$ cat src/rtl/issue_unit_scheduler.sv
// issue_unit_scheduler
//   Single-issue scheduler for the out-of-order back end. Each cycle it grants
//   at most one ready issue queue (int, mem, mul, div). It also books the
//   future CDB cycle in which the granted unit's result broadcasts, so no two
//   units ever drive the CDB in the same cycle.
//
// Ports
//   clk, reset                    clock (rising edge), async active-high reset
//   stall                         suppresses all grants; state still advances
//   int/mem/mul/div_ready         queue has a ready head entry
//   int/mem/mul/div_done          one-hot issue grant (queue pops on this edge)
//   grant_valid, grant_id         any grant / index of granted unit (0 if none)
//   cdb_slot_busy                 a booked result broadcasts this cycle
//   div_busy                      non-pipelined divider is occupied
module issue_unit_scheduler #(
  parameter int INT_LAT   = 1,
  parameter int MEM_LAT   = 2,
  parameter int MUL_LAT   = 4,
  parameter int DIV_LAT   = 6,
  parameter int RSV_DEPTH = 8
) (
  input  logic       clk,
  input  logic       reset,
  input  logic       stall,
  input  logic       int_ready,
  input  logic       mem_ready,
  input  logic       mul_ready,
  input  logic       div_ready,
  output logic       int_done,
  output logic       mem_done,
  output logic       mul_done,
  output logic       div_done,
  output logic       grant_valid,
  output logic [1:0] grant_id,
  output logic       cdb_slot_busy,
  output logic       div_busy
);

  localparam int CNT_W = $clog2(DIV_LAT + 1);
  localparam logic [RSV_DEPTH:0] ONE = 1;

  // rsv[k] set: a result is already booked for the CDB k cycles from now
  logic [RSV_DEPTH:0] rsv;
  logic [RSV_DEPTH:0] rsv_next;
  logic [RSV_DEPTH:0] set_mask;
  logic [1:0]         rr_ptr;
  logic [CNT_W-1:0]   div_cnt;
  logic [3:0]         elig;
  logic [3:0]         grant;
  logic [1:0]         gid;
  logic [1:0]         sel_idx;
  logic               found;

  // Eligibility: ready, own CDB slot free, divider idle. Reset forces the
  // grants low immediately rather than waiting for the next edge.
  always_comb begin
    elig    = '0;
    elig[0] = int_ready && !rsv[INT_LAT];
    elig[1] = mem_ready && !rsv[MEM_LAT];
    elig[2] = mul_ready && !rsv[MUL_LAT];
    elig[3] = div_ready && !rsv[DIV_LAT] && (div_cnt == '0);
    if (stall || reset) begin
      elig = '0;
    end
  end

  // Round-robin search starting at rr_ptr; first eligible unit wins
  always_comb begin
    grant   = '0;
    gid     = 2'd0;
    found   = 1'b0;
    sel_idx = 2'd0;
    for (int i = 0; i < 4; i++) begin
      sel_idx = rr_ptr + 2'(i);
      if (!found && elig[sel_idx]) begin
        grant[sel_idx] = 1'b1;
        gid            = sel_idx;
        found          = 1'b1;
      end
    end
  end

  // Booking lands at index L-1 because the whole window shifts on this edge
  always_comb begin
    set_mask = '0;
    case (gid)
      2'd0:    set_mask = ONE << (INT_LAT - 1);
      2'd1:    set_mask = ONE << (MEM_LAT - 1);
      2'd2:    set_mask = ONE << (MUL_LAT - 1);
      default: set_mask = ONE << (DIV_LAT - 1);
    endcase
    rsv_next = {1'b0, rsv[RSV_DEPTH:1]};
    if (found) begin
      rsv_next = rsv_next | set_mask;
    end
  end

  always_ff @(posedge clk or posedge reset) begin
    if (reset) begin
      rsv     <= '0;
      rr_ptr  <= 2'd0;
      div_cnt <= '0;
    end else begin
      rsv <= rsv_next;
      if (found) begin
        rr_ptr <= gid + 2'd1;
      end
      // Counter reaches zero exactly in the cycle the divide result broadcasts
      if (grant[3]) begin
        div_cnt <= CNT_W'(DIV_LAT - 1);
      end else if (div_cnt != '0) begin
        div_cnt <= div_cnt - CNT_W'(1);
      end
    end
  end

  assign int_done      = grant[0];
  assign mem_done      = grant[1];
  assign mul_done      = grant[2];
  assign div_done      = grant[3];
  assign grant_valid   = found;
  assign grant_id      = gid;
  assign cdb_slot_busy = rsv[0];
  assign div_busy      = (div_cnt != '0);

endmodule

$ cat config.mk
export PLATFORM = sky130hd
export DESIGN_NAME = issue_unit_scheduler
export DESIGN_NICKNAME = d
export VERILOG_FILES = /design/src/rtl/issue_unit_scheduler.sv
export SDC_FILE = /design/constraint.sdc
export NUM_CORES = 1
export LEC_CHECK = 0
export CELL_PAD_IN_SITES_DETAIL_PLACEMENT = 1
export CELL_PAD_IN_SITES_GLOBAL_PLACEMENT = 1
export CORE_MARGIN = 1
export CORE_UTILIZATION = 37
export CTS_CLUSTER_DIAMETER = 50
export CTS_CLUSTER_SIZE = 24
export DETAILED_ROUTE_END_ITERATION = 10
export PLACE_DENSITY_LB_ADDON = 0.1
export RECOVER_POWER = 100
export SLEW_MARGIN = 25
export SYNTH_ARGS = -nofsm -noshare
export SYNTH_HDL_FRONTEND = slang
export SYNTH_SLANG_ARGS = --single-unit
$ cat constraint.sdc
create_clock -name clk -period 3.19 [get_ports clk]
set_clock_uncertainty 0.1 [all_clocks]
set_input_delay 0.4785 -clock clk [delete_from_list [all_inputs] [get_ports clk]]
set_output_delay 0.4785 -clock clk [all_outputs]
set_load 0.01 [all_outputs]
# After elaboration in Yosys (flattened, before gate mapping)
# Cells that the tools add are included.
dict set report op_classes {
  add_sub_neg 5
  multipliers 0
  n_div 0
  order_cmp 8
  eq_ne 2
  shifts 0
  mux 33
  bitwise_logic 4
  n_reduce_logical 24
}
# cell n
set op_table {}
lappend op_table {{$mux 4} 5}
lappend op_table {{$pmux 6 s3} 1}
lappend op_table {{$logic_and 1x1->1} 12}
lappend op_table {{$lt 2x3->1 const B} 4}
lappend op_table {{$mux 1} 12}
lappend op_table {{$or 4x4->4} 3}
lappend op_table {{$mux 9} 1}
lappend op_table {{$or 8x9->9} 1}
lappend op_table {{$bmux 1 s2} 4}
lappend op_table {{$demux 1 s2} 4}
lappend op_table {{$ge 2x1->1 const B} 4}
lappend op_table {{$mux 2} 4}
lappend op_table {{$logic_not 1->1} 7}
lappend op_table {{$mux 3} 2}
lappend op_table {{$add 2x1->2 const B} 2}
lappend op_table {{$add 2x2->2 const B} 2}
lappend op_table {{$logic_not 3->1} 1}
lappend op_table {{$reduce_bool 3->1} 1}
lappend op_table {{$sub 3x1->3 const B} 1}
lappend op_table {{$eq 2x1->1 const B} 1}
lappend op_table {{$eq 2x2->1 const B} 1}
lappend op_table {{$logic_not 2->1} 1}
lappend op_table {{$reduce_bool 2->1} 1}
lappend op_table {{$logic_or 1x1->1} 1}
dict set report word_totals {
  regBits 14
  latchBits 0
  ram_bits 0
  rom_bits 0
  word_cells 79
  mem_count 0
}

# Depth between registers and ports, before layout
dict set report depth {
  ltp_word 20
  mapped_depth 13
  mapped_depth_nobuf 11
}

# Worst setup path before layout
# OpenSTA, ideal clock, no wires.
dict set report synth_timing {
  kind {reg-to-reg}
  startpoint {register rr_ptr[0]}
  endpoint {register rsv[0]}
  setup_time_ps 119
  arrival_ps 3009
  t_required_ps 2971
  setup_slack_ps -38
  stages_incl_launch_ff 13
  n_path_buf 2
  synth_period_minus_slack_ps 3228
  path_cell_list {dfrtp_1 -> clkbuf_1 -> inv_2 -> ha_1 -> clkbuf_1 -> and2_1 -> a221oi_1 -> a21oi_4 -> a21oi_1 -> o31ai_1 -> inv_1 -> ha_1 -> a21o_1}
}
dict set report synth_via {
  elab_chain_len 16
  elab_cells_between_ends 31
  cone_classes {add/sub: 3; eq/ne: 2; mux: 18; bitwise: 1; reduce/logical: 7}
}
# element line
set synth_rtl {}
lappend synth_rtl {{start: declaration} 46} ;# logic [1:0] rr_ptr;
lappend synth_rtl {{start signal: assignment} 106} ;# rr_ptr <= gid + 2'd1;
lappend synth_rtl {{parallel branches: the longest is 11 deep, another holds $add 2x1->2} n/a}
lappend synth_rtl {{$mux 2 *} 75} ;# if (!found && elig[sel_idx]) begin
lappend synth_rtl {{via grant_id[0]} 34} ;# output logic [1:0] grant_id,
lappend synth_rtl {{$eq 2x2->1, or another cell as far along} 86} ;# case (gid)
lappend synth_rtl {{$pmux 6 s3 *} 86}
lappend synth_rtl {{$or 8x9->9 *} 94} ;# rsv_next = rsv_next | set_mask;
lappend synth_rtl {{$mux 9 *} 93} ;# if (found) begin
lappend synth_rtl {{via rsv_next[0]} 44} ;# logic [RSV_DEPTH:0] rsv_next;
lappend synth_rtl {{end signal: assignment} 104} ;# rsv <= rsv_next;
lappend synth_rtl {{end: declaration} 43} ;# logic [RSV_DEPTH:0] rsv;
# Mark *: on every way through the listed nets, which the timed path passes. The select of a mux whose other input is x is not followed.
# A chain may end at the register's enable or synchronous reset.

# Worst setup path after layout
dict set report layout_timing {
  startpoint {input port mul_ready}
  endpoint {output port mem_done}
}
dict set report layout_via {
  elab_chain_len 14
  elab_cells_between_ends 26
  cone_classes {mux: 16; bitwise: 3; reduce/logical: 7}
}
# element line
set layout_rtl {}
lappend layout_rtl {{start: declaration} 27} ;# input logic mul_ready,
lappend layout_rtl {{$logic_and 1x1->1 *} 60} ;# elig[2] = mul_ready && !rsv[MUL_LAT];
lappend layout_rtl {{$mux 4 *} 62} ;# if (stall || reset) begin
lappend layout_rtl {{$bmux 1 s2} 75}
lappend layout_rtl {{$mux 1 (not written as such)} 75}
lappend layout_rtl {{$mux 1} 75}
lappend layout_rtl {{$logic_not 1->1} 75}
lappend layout_rtl {{$logic_and 1x1->1} 75}
lappend layout_rtl {{$mux 1} 75}
lappend layout_rtl {{$logic_not 1->1} 75}
lappend layout_rtl {{$logic_and 1x1->1} 75}
lappend layout_rtl {{$mux 1} 75}
lappend layout_rtl {{$logic_not 1->1} 75}
lappend layout_rtl {{$logic_and 1x1->1} 75}
lappend layout_rtl {{$mux 4 *} 75}
lappend layout_rtl {{end: declaration} 30} ;# output logic mem_done,
# Mark *: on every way between the ends. The rest lies on a longest branch, timed or not. The select of a mux whose other input is x is not followed.

==> results_dict.tcl <==
set metrics [dict create \
    drtAntennaViolNets 0 \
    synthesis.area_mm2 0.00110 \
    path_cells "clkdlybuf4s50_1, buf_4, nor4b_4, buf_4, mux2i_1, a22o_1, nor2_2, buf_4, a221oi_2, o21ai_0, clkbuf_1" \
    antenna_found_initial 0 \
    finalHoldViolations 0 \
    vdd.ir_drop.worst_mv 0.845 \
    firstDrtPassIters 4 \
    max_freq_mhz 324 \
    crit_family "buffers and inverters" \
    fillers 328 \
    ys_ff_latch 11 \
    die_y_um 56.6 \
    slowest_stage "clkdlybuf4s50_1" \
    slew_headroom_pct 70.7 \
    synth-edff-count 0 \
    crit_fanout 3 \
    critical-path-max-stage-delay_ns 0.48 \
    critPathMostFrequentCell "buf_4" \
    final-seq-area_um2 275 \
    finalNetCount 205 \
    end_kind "primary output" \
    ios 16 \
    start_util_pct 39.7 \
    synth_area_leaders "dfrtp_1 25%, ha_1 12%, nor4b_2 5.4%" \
    row_count 19 \
    area_growth_pct 61.0 \
    synth_top_area_cell "dfrtp_1" \
    port_buffers 15 \
    core_area_mm2 0.00278 \
    period_needed_ns 3.09 \
    synth-seq-area-share_pct 24.9 \
    cts_tree "done" \
    cap_violations 0 \
    ctsHoldBuffers 0 \
    clkLatencyLatePin_ns 0.26 \
    synth_top_area_share_pct 24.9 \
    multi_input_area_um2 908 \
    hold_class "flip-flop to flip-flop" \
    vias 1216 \
    grt_pass1_wl_um 6570 \
    async_flop_share_pct 100 \
    grt_max_degree 13 \
    drc_errors 0 \
    status "complete, no violations" \
    gp_congestion 0.842 \
    pre_cts_slack_ns -0.464 \
    drtIter0Drc 48 \
    p_leak_nw 0.873 \
    slew_viol_final 0 \
    clkTransAtPathRegs_ns 0.07 \
    yosysWarnings 0 \
    die_w_um 56.6 \
    grt_pass1_vias 1323 \
    syn_nets 140 \
    cts_buffer_depth 2 \
    htree_levels 1 \
    worst_pin_slew_ns 0.438 \
    powerDensity_mw_per_mm2 919 \
    numCtsBuffers 3 \
    critical_path_class "primary input to primary output" \
    required_ns 2.61 \
    place_area_mm2 0.00151 \
    fin_crit_sh_pct 96.8 \
    gr-total-overflow 0 \
    die-area_mm2 0.00321 \
    worst_slack_ns 0.103 \
    start_kind "primary input" \
    postLayoutCoreUtil_pct 64.0 \
    cp.arrival_ns 2.51 \
    routedWlPerCell_um 19.2 \
    setup_viol 0 \
    antenna_cells 0 \
    cts.sinks 11 \
    holdWs_ns 0.260 \
    grtUsageTotal_pct 26.5 \
    synthTopCellsByCount "11 x dfrtp_1, 11 x ha_1, 11 x nand2_1, 8 x inv_1, 8 x nor2_1" \
    postSynthCellCount 122 \
    cts-root-buf "clkbuf_4" \
    post-dp-hpwl_um 2690 \
    synth_area_per_cell_um2 9.06 \
    crit_buf_inv 5 \
    synth_cell_type_count 41 \
    wl_um 4170 \
    routed_via_density 5.60 \
    layout-drive-gt1-share_pct 45.2 \
    yosys_most_used_dff "dfrtp_1" \
    stdcell_area_mm2 0.00178 \
]
layout by cell type (no fill, tap or decap), types with 2 or more instances in the layout:
| cell | count |
|---|---|
| a211oi_2 | 2 |
| nand2b_1 | 2 |
| a21oi_1 | 4 |
| dlygate4sd3_1 | 2 |
| nand3_1 | 3 |
| and3_1 | 2 |
| a22o_1 | 2 |
| nor3_1 | 3 |
| mux2i_1 | 3 |
| buf_4 | 47 |
| ha_1 | 9 |
| and2_1 | 3 |
| a21o_1 | 4 |
| inv_1 | 8 |
| nor2_1 | 7 |
| o2111ai_1 | 2 |
| nand2_1 | 11 |
| dfrtp_1 | 11 |
| a221oi_2 | 3 |
| dlymetal6s2s_1 | 2 |
| clkbuf_1 | 4 |
| clkbuf_4 | 5 |
| clkdlybuf4s50_1 | 4 |
| o21ai_1 | 3 |
| nor4b_4 | 4 |
| clkbuf_2 | 3 |
| dlygate4sd2_1 | 2 |
| o21ai_0 | 3 |
| or4b_4 | 3 |
worst paths after layout:
kind,startpoint,endpoint,slack (ns),cells past startpoint
min,rsv[5]$_DFF_PP0_,rsv[4]$_DFF_PP0_,0.26,0
min reg2reg,rsv[5]$_DFF_PP0_,rsv[4]$_DFF_PP0_,0.26,0
min in group asynchronous,reset,rsv[2]$_DFF_PP0_,0.51,3
max,mul_ready,mem_done,0.10,11
max in group asynchronous,reset,rsv[0]$_DFF_PP0_,2.18,3
max reg2reg,div_cnt[0]$_DFFE_PP0P_,rr_ptr[1]$_DFFE_PP0N_,0.35,13
kinds of logic (layout without fill, tap and decap cells):
logic type	Yosys count	after routing	share of synthesized area (%)
AOI/OAI and AO/OA	33	33	22.8
xor gates and xnor gates	1	1	0.793
adders and majority gates	11	11	12.5
buffers and inverters	14	78	6.12
DFF	11	11	24.9
muxes	6	6	7.02
and+or+nand+nor	46	46	25.9
layout make-up:
| type | instances | area share, % |
|---|---|---|
| Sequential cell | 11 | 15.5 |
| Tap cell | 31 | 2.18 |
| Timing Repair Buffer | 65 | 27.9 |
| Clock buffer | 4 | 1.48 |
| Inverter | 9 | 1.90 |
| Multi-Input combinational cell | 97 | 51.1 |
per-layer routing:
metal | global-route usage (%) | share of wire (%) | vias to the layer above
li1 | - | - | 577
met1 | 37.1 | 45 | 607
met4 | 6.27 | 0.72 | 0
met2 | 45.2 | 50 | 28
met3 | 0.691 | 4.2 | 4
met5 | 0 | 0 | -
stage by stage:
stage | std cells | TNS, ns | power, W
6_report | 217 | 0 | 0.00164
3_5_place_dp | 195 | -2.90 | 0.00133
2_1_floorplan | 122 | 0 | 0.000843
3_3_place_gp | 195 | -1.99 | 0.00129
5_1_grt | 217 | -0.00376 | 0.00176
4_1_cts | 211 | -0.144 | 0.00155
flip-flops by register name, summed over array words and instances, names as in the netlist:
name,count
rr_ptr,2
rsv,6
div_cnt,3
power breakdown:
part	leakage, nW	switching, W	internal [W]	total [W]
Clock	0.0150	0.0000459	0.0000483	0.0000942
Sequential	0.140	0.0000527	0.000200	0.000253
Combinational	0.718	0.000656	0.000632	0.00129
repair_timing:
item                                    CTS  global route
hold endpoints to repair                  0             0
pin swaps                                 5             8
endpoints found under the setup margin    7             6
cloned                                    0             0
gates resized for setup                  27            19
setup buffers                            12             6
worst reg2reg max path, stage by stage, from the launching register on:
cell	delay, ns
dfrtp_1	0.38
inv_1	0.12
ha_2	0.23
nor4b_4	0.29
buf_4	0.19
nand2_1	0.11
o2111ai_1	0.18
nand2_4	0.11
buf_4	0.16
o31a_1	0.30
buf_4	0.14
ha_1	0.26
nand2_1	0.08
o21ai_0	0.08
Note: power is estimated with default switching activity, not from simulation.
